File: src/rtl/core_rf_wb_sched.sv
// core_rf_wb_sched
//   Shares the single register-file write port between in-order pipeline
//   writeback and a long-latency return source. Long-latency results wait
//   in a 2-entry FIFO and drain in write slots the pipeline leaves idle.
//   A pending scoreboard lets the issue stage stall on RAW/WAW hazards.
//
// Ports
//   g_clk, g_resetn          clock, asynchronous active-low reset
//   p_wen/p_addr/p_wdata     pipeline writeback (always accepted)
//   l_valid/l_ready/l_addr/l_wdata  long-latency return handshake
//   issue_valid/issue_rd     long-latency issue; issue_ready gates it
//   chk_rs1/chk_rs2/chk_rd   decode operands; hazard requests a stall
//   wb_stall                 registered request to hold pipeline writeback
//   rd_wen/rd_addr/rd_wdata  register-file write port
//   pending                  scoreboard, bit 0 always 0
module core_rf_wb_sched #(
    parameter int unsigned XL         = 63,
    parameter int unsigned RA         = 4,
    parameter int unsigned STARVE_LIM = 4
) (
    input  logic                   g_clk,
    input  logic                   g_resetn,
    input  logic                   p_wen,
    input  logic [RA:0]            p_addr,
    input  logic [XL:0]            p_wdata,
    input  logic                   l_valid,
    output logic                   l_ready,
    input  logic [RA:0]            l_addr,
    input  logic [XL:0]            l_wdata,
    input  logic                   issue_valid,
    input  logic [RA:0]            issue_rd,
    output logic                   issue_ready,
    input  logic [RA:0]            chk_rs1,
    input  logic [RA:0]            chk_rs2,
    input  logic [RA:0]            chk_rd,
    output logic                   hazard,
    output logic                   wb_stall,
    output logic                   rd_wen,
    output logic [RA:0]            rd_addr,
    output logic [XL:0]            rd_wdata,
    output logic [(2**(RA+1))-1:0] pending
);

    localparam int unsigned NREG = 2 ** (RA + 1);
    localparam int unsigned SCW  = $clog2(STARVE_LIM + 1);
    localparam logic [SCW-1:0] STARVE_MAX = SCW'(STARVE_LIM - 1);

    logic [RA:0]     fifo_addr [2];
    logic [XL:0]     fifo_data [2];
    logic [1:0]      count;
    logic            wr_ptr;
    logic            rd_ptr;
    logic [SCW-1:0]  starve_cnt;
    logic [NREG-1:0] pending_q;
    logic [NREG-1:0] pend_set;
    logic [NREG-1:0] pend_clr;

    logic            push;
    logic            drain;
    logic            blocked;
    logic [RA:0]     head_addr;
    logic [XL:0]     head_data;
    logic            busy_rs1;
    logic            busy_rs2;
    logic            busy_rd;

    assign head_addr = fifo_addr[rd_ptr];
    assign head_data = fifo_data[rd_ptr];

    // l_ready depends on count only, never on a same-cycle pop.
    assign l_ready = (count != 2'd2);
    assign push    = l_valid && l_ready;
    assign drain   = !p_wen && (count != 2'd0);
    assign blocked = p_wen && (count != 2'd0);

    always_comb begin
        rd_wen   = 1'b0;
        rd_addr  = head_addr;
        rd_wdata = head_data;
        if (p_wen) begin
            rd_wen   = 1'b1;
            rd_addr  = p_addr;
            rd_wdata = p_wdata;
        end else if (drain) begin
            // x0 results are popped but never written.
            rd_wen = (head_addr != '0);
        end
    end

    assign issue_ready = !pending_q[issue_rd];
    assign pending     = pending_q;

    // The draining register is forwarded by the register file, so it is
    // not considered busy during its own drain cycle.
    assign busy_rs1 = pending_q[chk_rs1] && !(drain && head_addr == chk_rs1);
    assign busy_rs2 = pending_q[chk_rs2] && !(drain && head_addr == chk_rs2);
    assign busy_rd  = pending_q[chk_rd]  && !(drain && head_addr == chk_rd);
    assign hazard   = busy_rs1 | busy_rs2 | busy_rd;

    always_comb begin
        pend_set = '0;
        pend_clr = '0;
        if (issue_valid && issue_ready && issue_rd != '0) begin
            pend_set[issue_rd] = 1'b1;
        end
        if (drain && head_addr != '0) begin
            pend_clr[head_addr] = 1'b1;
        end
    end

    always_ff @(posedge g_clk or negedge g_resetn) begin
        if (!g_resetn) begin
            count        <= '0;
            wr_ptr       <= 1'b0;
            rd_ptr       <= 1'b0;
            fifo_addr[0] <= '0;
            fifo_addr[1] <= '0;
            fifo_data[0] <= '0;
            fifo_data[1] <= '0;
        end else begin
            if (push) begin
                fifo_addr[wr_ptr] <= l_addr;
                fifo_data[wr_ptr] <= l_wdata;
                wr_ptr            <= ~wr_ptr;
            end
            if (drain) begin
                rd_ptr <= ~rd_ptr;
            end
            case ({push, drain})
                2'b10:   count <= count + 2'd1;
                2'b01:   count <= count - 2'd1;
                default: count <= count;
            endcase
        end
    end

    // Counter saturates at the limit; wb_stall stays set until the head pops.
    always_ff @(posedge g_clk or negedge g_resetn) begin
        if (!g_resetn) begin
            starve_cnt <= '0;
            wb_stall   <= 1'b0;
        end else if (drain) begin
            starve_cnt <= '0;
            wb_stall   <= 1'b0;
        end else if (blocked) begin
            if (starve_cnt == STARVE_MAX) begin
                wb_stall <= 1'b1;
            end else begin
                starve_cnt <= starve_cnt + 1'b1;
            end
        end
    end

    always_ff @(posedge g_clk or negedge g_resetn) begin
        if (!g_resetn) begin
            pending_q <= '0;
        end else begin
            pending_q <= (pending_q | pend_set) & ~pend_clr;
        end
    end

    a_drain_pending: assert property (@(posedge g_clk) disable iff (!g_resetn)
        (drain && head_addr != '0) |-> pending_q[head_addr]);

    a_no_waw: assert property (@(posedge g_clk) disable iff (!g_resetn)
        (p_wen && p_addr != '0) |-> !pending_q[p_addr]);

    a_stall_honoured: assert property (@(posedge g_clk) disable iff (!g_resetn)
        wb_stall |-> !p_wen);

endmodule

File: config.mk
export PLATFORM = sky130hd
export DESIGN_NAME = core_rf_wb_sched
export DESIGN_NICKNAME = d
export VERILOG_FILES = /design/src/rtl/core_rf_wb_sched.sv
export SDC_FILE = /design/constraint.sdc
export NUM_CORES = 1
export LEC_CHECK = 0
export ABC_CLOCK_PERIOD_IN_PS = 2100
export CELL_PAD_IN_SITES_DETAIL_PLACEMENT = 1
export CELL_PAD_IN_SITES_GLOBAL_PLACEMENT = 1
export CORE_UTILIZATION = 34
export CTS_CLUSTER_SIZE = 12
export DETAILED_ROUTE_END_ITERATION = 16
export PLACE_DENSITY_LB_ADDON = 0.15
export SYNTH_ARGS = -nofsm -noshare
export SYNTH_HDL_FRONTEND = slang
export SYNTH_SLANG_ARGS = --single-unit
File: constraint.sdc
create_clock -name g_clk -period 2.1 [get_ports g_clk]
set_input_delay 0.315 -clock g_clk [delete_from_list [all_inputs] [get_ports g_clk]]
set_output_delay 0.315 -clock g_clk [all_outputs]
set_load 0.005 [all_outputs]
==> After elaboration in Yosys (flattened, before gate mapping) <==
Index checks and enable logic that the tools add are counted.
Widths: inputs -> output; s select.
{ "word_totals": {"latchBits": 0, "output_inout_bits": 106, "ram_bits": 0, "mem_count": 0, "input_bits": 163, "ff_bits": 178, "wordCells": 105, "romBits": 0} }
{ "op_classes": {"n_eq_ne": 8, "n_reduce_logical": 28, "addsub": 3, "mul": 0, "n_lt_le_gt_ge": 10, "n_bitwise": 9, "n_div": 0, "muxes": 37, "shifts": 0} }
{ "ops": {"columns": ["operator", "count"], "rows": [
  ["$mux 64", 5],
  ["$bwmux 128", 1],
  ["$demux 64 s1", 1],
  ["$mux 32", 2],
  ["$and 32x32->32", 1],
  ["$not 32->32", 1],
  ["$or 32x32->32", 1],
  ["$lt 5x6->1 const B", 5],
  ["$mux 5", 5],
  ["$bmux 1 s5", 4],
  ["$eq 5x5->1", 3],
  ["$logic_and 1x1->1", 15],
  ["$mux 1", 11],
  ["$bwmux 10", 1],
  ["$demux 1 s5", 2],
  ["$ge 5x1->1 const B", 2],
  ["$reduce_bool 5->1", 2],
  ["$mux 3", 3],
  ["$reduce_bool 2->1", 4],
  ["$demux 5 s1", 1],
  ["$logic_not 1->1", 5],
  ["$ge 2x2->1 const B", 2],
  ["$ne 2x2->1 const B", 2],
  ["$not 1->2", 2],
  ["11 further kinds", 14]
]} }

==> Longest topological paths before layout <==
{ "depth": {"word_depth": 11, "ltp_mapped": 8, "mapped_depth_nobuf": 7} }

==> Worst setup path before layout <==
Ideal clock, no wire load.
{ "synth_timing": {"path_type": "in2out", "startpoint": "in chk_rd[0]", "endpoint": "out hazard", "path_buffers": 1, "arrival_time_ns": 1.797, "required_time_ns": 1.785, "path_slack_ns": -0.012, "path_stages": 6, "cell_sequence": "clkbuf_1 > mux4_2 > nand4b_1 > nand4_1 > a211oi_1 > o221ai_1"} }
{ "synth_between": {"elab_chain_len": 5, "word_cells_on_any_way": 7, "classes_between": "1 x eq/ne; 2 x mux; 1 x bitwise; 3 x reduce/logical"} }
{ "synth_rtl": {"columns": ["element", "line", "text"], "rows": [
  ["from (decl)", "35", "input logic [RA:0] chk_rd,"],
  ["branches (longest 3 deep; another with $bmux 1 s5)", null, null],
  ["$logic_and 1x1->1 (*)", "97", "assign busy_rd = pending_q[chk_rd] && !(drain && head_addr == chk_rd);"],
  ["$or 1x1->1 (*)", "98", "assign hazard = busy_rs1 | busy_rs2 | busy_rd;"],
  ["to (decl)", "36", "output logic hazard,"]
]} }
Mark *: on every way between the ends. The select of a mux whose other input is x is not followed.

==> Worst setup path in the final report <==
{ "layout_timing": {"startpoint": "reg rd_ptr", "endpoint": "out hazard"} }
{ "layout_between": {"elab_chain_len": 10, "word_cells_on_any_way": 18, "classes_between": "3 x eq/ne; 3 x mux; 3 x bitwise; 9 x reduce/logical"} }
{ "layout_rtl": {"columns": ["element", "line", "text"], "rows": [
  ["from (decl)", "52", "logic rd_ptr;"],
  ["from (signal assigned)", "127", "rd_ptr <= ~rd_ptr;"],
  ["$not 1->2 (not written as such) (*)", "67", "assign head_addr = fifo_addr[rd_ptr];"],
  ["$mux 5 (not written as such) (*) (3 in series)", "67", null],
  ["$eq 5x5->1, on equally long branches", "95, 96", null],
  ["$logic_and 1x1->1, on equally long branches", "95, 96", null],
  ["$logic_not 1->1, on equally long branches", "95, 96", null],
  ["$logic_and 1x1->1, on equally long branches", "95, 96", null],
  ["$or 1x1->1", "98", null],
  ["$or 1x1->1 (*)", "98", null]
]} }
Every way passes the cells marked *; elsewhere a longest branch is shown, timed or not. The select of a mux whose other input is x is not followed.

==> results.txt <==
----------------------------------------------------
[CTS]
  Num CTS Buffers ... 17
  H-tree levels ... 4
  Clock Sinks ... ~180
  Clock tree buffer depth ... 2
  CTS tree ... built
  Clock latency of the later-clocked register in the worst-skew pair ... about 0.43 ns
  Clock transition at the registers of the reported paths ... 0.08 ns
  Root Buffer Master ... sky130_fd_sc_hd__clkbuf_16

[Routing]
  Total iterations of the first detailed-routing run ... 6
  Total length of routed met3 wires ... between 2000 and 2500 um
  Vias ... about 8400
  Avg Vias per Cell ... 5.12
  Post-DRT Antenna Nets ... 0
  Routed length per placed instance ... 20.1 um
  Met2 layer wire length in the routed design ... 16100 um
  Uppermost routed layer ... met5
  Drc violations ... 0
  Detailed router's first-iteration violation count ... between 500 and 600
  Final routed wirelength across all metal layers ... about 33000 um
  Routed metal-1 wirelength ... ~14000 um

[Critical path]
  Startpoint Class ... flip-flop
  Kind of cell adding the most delay to the critical path ... flip-flops
  Largest stage delay on the critical path ... 0.51 ns
  Crit path buffers/inverters ... 3
  CP dominant cell by count ... sky130_fd_sc_hd__buf_4
  Arrival time of data at the critical path endpoint ... ~2.3 ns
  Crit path capture type ... output port
  Required time worst endpoint ... around 1.8 ns
  WS Path Type ... flip-flop to output port
  CP max-delay cell ... sky130_fd_sc_hd__dfrtp_4
  Max FO, Critical Path ... 4
  Critical Path, Cell by Cell ... buf_4, mux2_4, buf_4, xnor2_1, nand4_1, o22ai_2, o221ai_2, buf_2

[Place]
  Port Buf Inserts ... ~270
  Routability-driven placement congestion ratio ... 0.899
  Standard cell area after detailed placement ... roughly 14000 um2
  Post-place setup slack ... -0.984 ns
  Half-perimeter wire length of the detailed placement result ... about 23000 um

[Pwr]
  Register share of total power ... between 30 and 40%
  Switching power summed over all nets ... between 0.008 and 0.009 W
  Clk network pwr share ... ~14%
  Fraction of power spent switching nets ... 36.1%
  Static leakage ... roughly 6.6 nW
  Combinational share of power ... between 50% and 60%
  Internal Dissipation ... approximately 0.014 W
  Peak supply drop ... roughly 560 uV
  Power per unit of standard cell area ... 1440 nW/um2
  PnR Total Power ... around 0.022 W

[Floorplan]
  Effective utilization at floorplan ... a little over a third
  Core Box Area ... between 20000 and 30000 um2
  Die outline area ... slightly below 30000 um2
  Row cnt ... between 60 and 70
  Number of ports placed on the die boundary ... 269
  Die extent in y ... 171 um
  Horizontal die dimension ... around 170 um

[Flow run]
  Max capacitance violation total ... 0

[STA]
  Final setup slack of the worst path ... -0.526 ns
  Final Hold Viols ... 0
  Time the final worst path needs with I/O delays and setup ... about 2.6 ns
  Tcrit/Tclk final ... 125%
  Count of endpoints failing setup in the final report ... 83
  Transition at the pin with the smallest max-transition slack ... around 0.46 ns
  Worst Clk Skew ... around 0.017 ns
  RSZ-0062 raised after global routing ... yes
  Maximum frequency from static timing analysis ... about 0.38 GHz
  Relative slew margins ... a little over two thirds
  Total count of max-transition violations in the final report ... 0

[Cells and area]
  Fraction of final layout cells sized beyond drive strength 1 ... 43.8%
  Final core utilization ... between 50 and 60%
  Most common library cell in the layout ignoring fill and taps ... sky130_fd_sc_hd__clkdlybuf4s50_1
  Synthesis-to-layout area growth ... 58.4%
  Nets@finish ... 1422
  Non-Filler Cell Area, Final ... roughly 15000 um2
  Leading cell types in the layout, fill and taps excluded ... 189 x sky130_fd_sc_hd__clkdlybuf4s50_1, 156 x sky130_fd_sc_hd__dfrtp_1, 151 x sky130_fd_sc_hd__buf_4, 109 x sky130_fd_sc_hd__mux2_2, 74 x sky130_fd_sc_hd__nand2_1

[Yosys]
  Warnings, synthesis ... 0
  Post-synthesis sequential area ratio ... 45.8%
  Post-synthesis cell type count ... 55
  Synthesized instance count ... just over 800
  Total standard cell area after synthesis ... approximately 9700 um2
  Net count after synthesis ... roughly 990
  Number of storage elements in the synthesis netlist ... between 150 and 200
  Prevailing post-synth register cell ... sky130_fd_sc_hd__dfrtp_1
  Share of flip-flops with an asynchronous set or reset ... 100%
  Synthesized area divided by synthesized cell count ... about 12 um2
  Number of flops mapped to enable cells by yosys ... 0

[Global routing]
  Via count of the first global-routing pass ... around 8900
  Antenna violations before repair ... 3
  Global route total overflow ... 0
  Total track usage ... between 20 and 25%
  Maximum number of pins on one net before global-route repair ... 70
  First-pass GRT wire length ... 49500 um

[Status]
  Result of the run ... complete, but fails checks
  Failing checks ... negative setup slack

[Min path]
  Path type of the worst min-delay path ... primary input to async pin

----------------------------------------------------
cell type report:
type | count | area, um2
sequential | 178 | 4480
fill | 2934 | 12500
multi-input combinational | 581 | 5490
antenna | 1 | 2.50
timing repair buffer | 471 | 4360
tap | 378 | 473
clock buffer | 18 | 429
clock inverter | 13 | 143
inverter | 7 | 26.3
cell usage after synthesis (all sizes together), types with 2 or more instances:
library cell	n	share of area (%)
a31oi	4	0.26
nand3b	3	0.23
mux2i	77	8.1
nand4b	4	0.36
nand4	6	0.39
or2	2	0.13
and3b	4	0.40
a21oi	27	1.4
nor3b	6	0.57
mux2	145	17
or3	2	0.13
xnor2	14	1.3
ha	3	0.39
nor3	9	0.46
nor4	5	0.94
mux4	32	7.5
nand3	10	0.57
buf	24	1.3
nand2b	3	0.19
clkbuf	32	1.3
o21ai	67	3.4
xor2	6	0.54
o22a	5	0.45
nor2	53	2.1
o32a	2	0.21
dfrtp	178	46
a22oi	2	0.15
inv	7	0.27
nand2	74	2.9
a22o	6	0.81
sequential cells by signal, summed over array words and instances, names as in the netlist:
name	flops
wr_ptr	1
count	2
fifo_addr	10
pending	32
starve_cnt	3
fifo_data	128
rd_ptr	1
wb_stall	1
power groups by stage:
stage | registers (W) | clock network [W] | logic [W]
floorplan | 0.00610 | 0 | 0.00517
global placement | 0.00663 | 0 | 0.00987
detailed placement | 0.00670 | 0 | 0.0100
CTS | 0.00667 | 0.00319 | 0.0108
global route | 0.00713 | 0.00333 | 0.0131
finish | 0.00693 | 0.00310 | 0.0122
kinds of logic after synthesis:
group,after synthesis,synth area share (%)
muxes,254,32.4
and+or+nand+nor,186,9.70
DFF,178,45.8
AOI/OAI and AO/OA,118,7.11
buffers and inverters,63,2.84
xor gates and xnor gates,20,1.80
adders and majority gates,3,0.386
final timing paths:
| kind | cells after the start | end | slack [ns] | start |
|---|---|---|---|---|
| max | 8 | hazard | -0.53 | rd_ptr |
| min | 2 | fifo_data[110] | 0.36 | g_resetn |
| max reg2reg | 8 | pending[19] | -0.11 | pending[4] |
| min in group g_clk | 4 | starve_cnt[2] | 0.42 | p_wen |
| min reg2reg | 1 | fifo_data[85] | 0.48 | fifo_data[85] |
| max in group asynchronous | 3 | pending[18] | 0.99 | g_resetn |
layer usage:
metal / vias to the layer above / global-route usage (%)
li1: 3867 / -
met4: 2 / 7.57
met2: 291 / 36.4
met3: 52 / 5.13
met5: - / 0
met1: 4214 / 29.0
through the flow:
stage | hold WS [ns] | cells | TNS, ns
6_report | 0.364 | 1647 | -10.94
2_1_floorplan | 0.0194 | 822 | 0
5_1_grt | 0.386 | 1647 | -17.69
4_1_cts | 0.366 | 1613 | -19.33
3_5_place_dp | 0.276 | 1553 | -27.12
3_3_place_gp | 0.271 | 1553 | -26.38
repair_timing:
action | CTS | global route
endpoints found under the hold margin | 38 | 0
buffers inserted | 27 | 37
gates resized for setup | 192 | 298
gates cloned | 1 | 4
hold buffers | 1 | 0
pin swaps | 31 | 42
endpoints found under the setup margin | 103 | 101
Power figures use the tool's default switching activity.
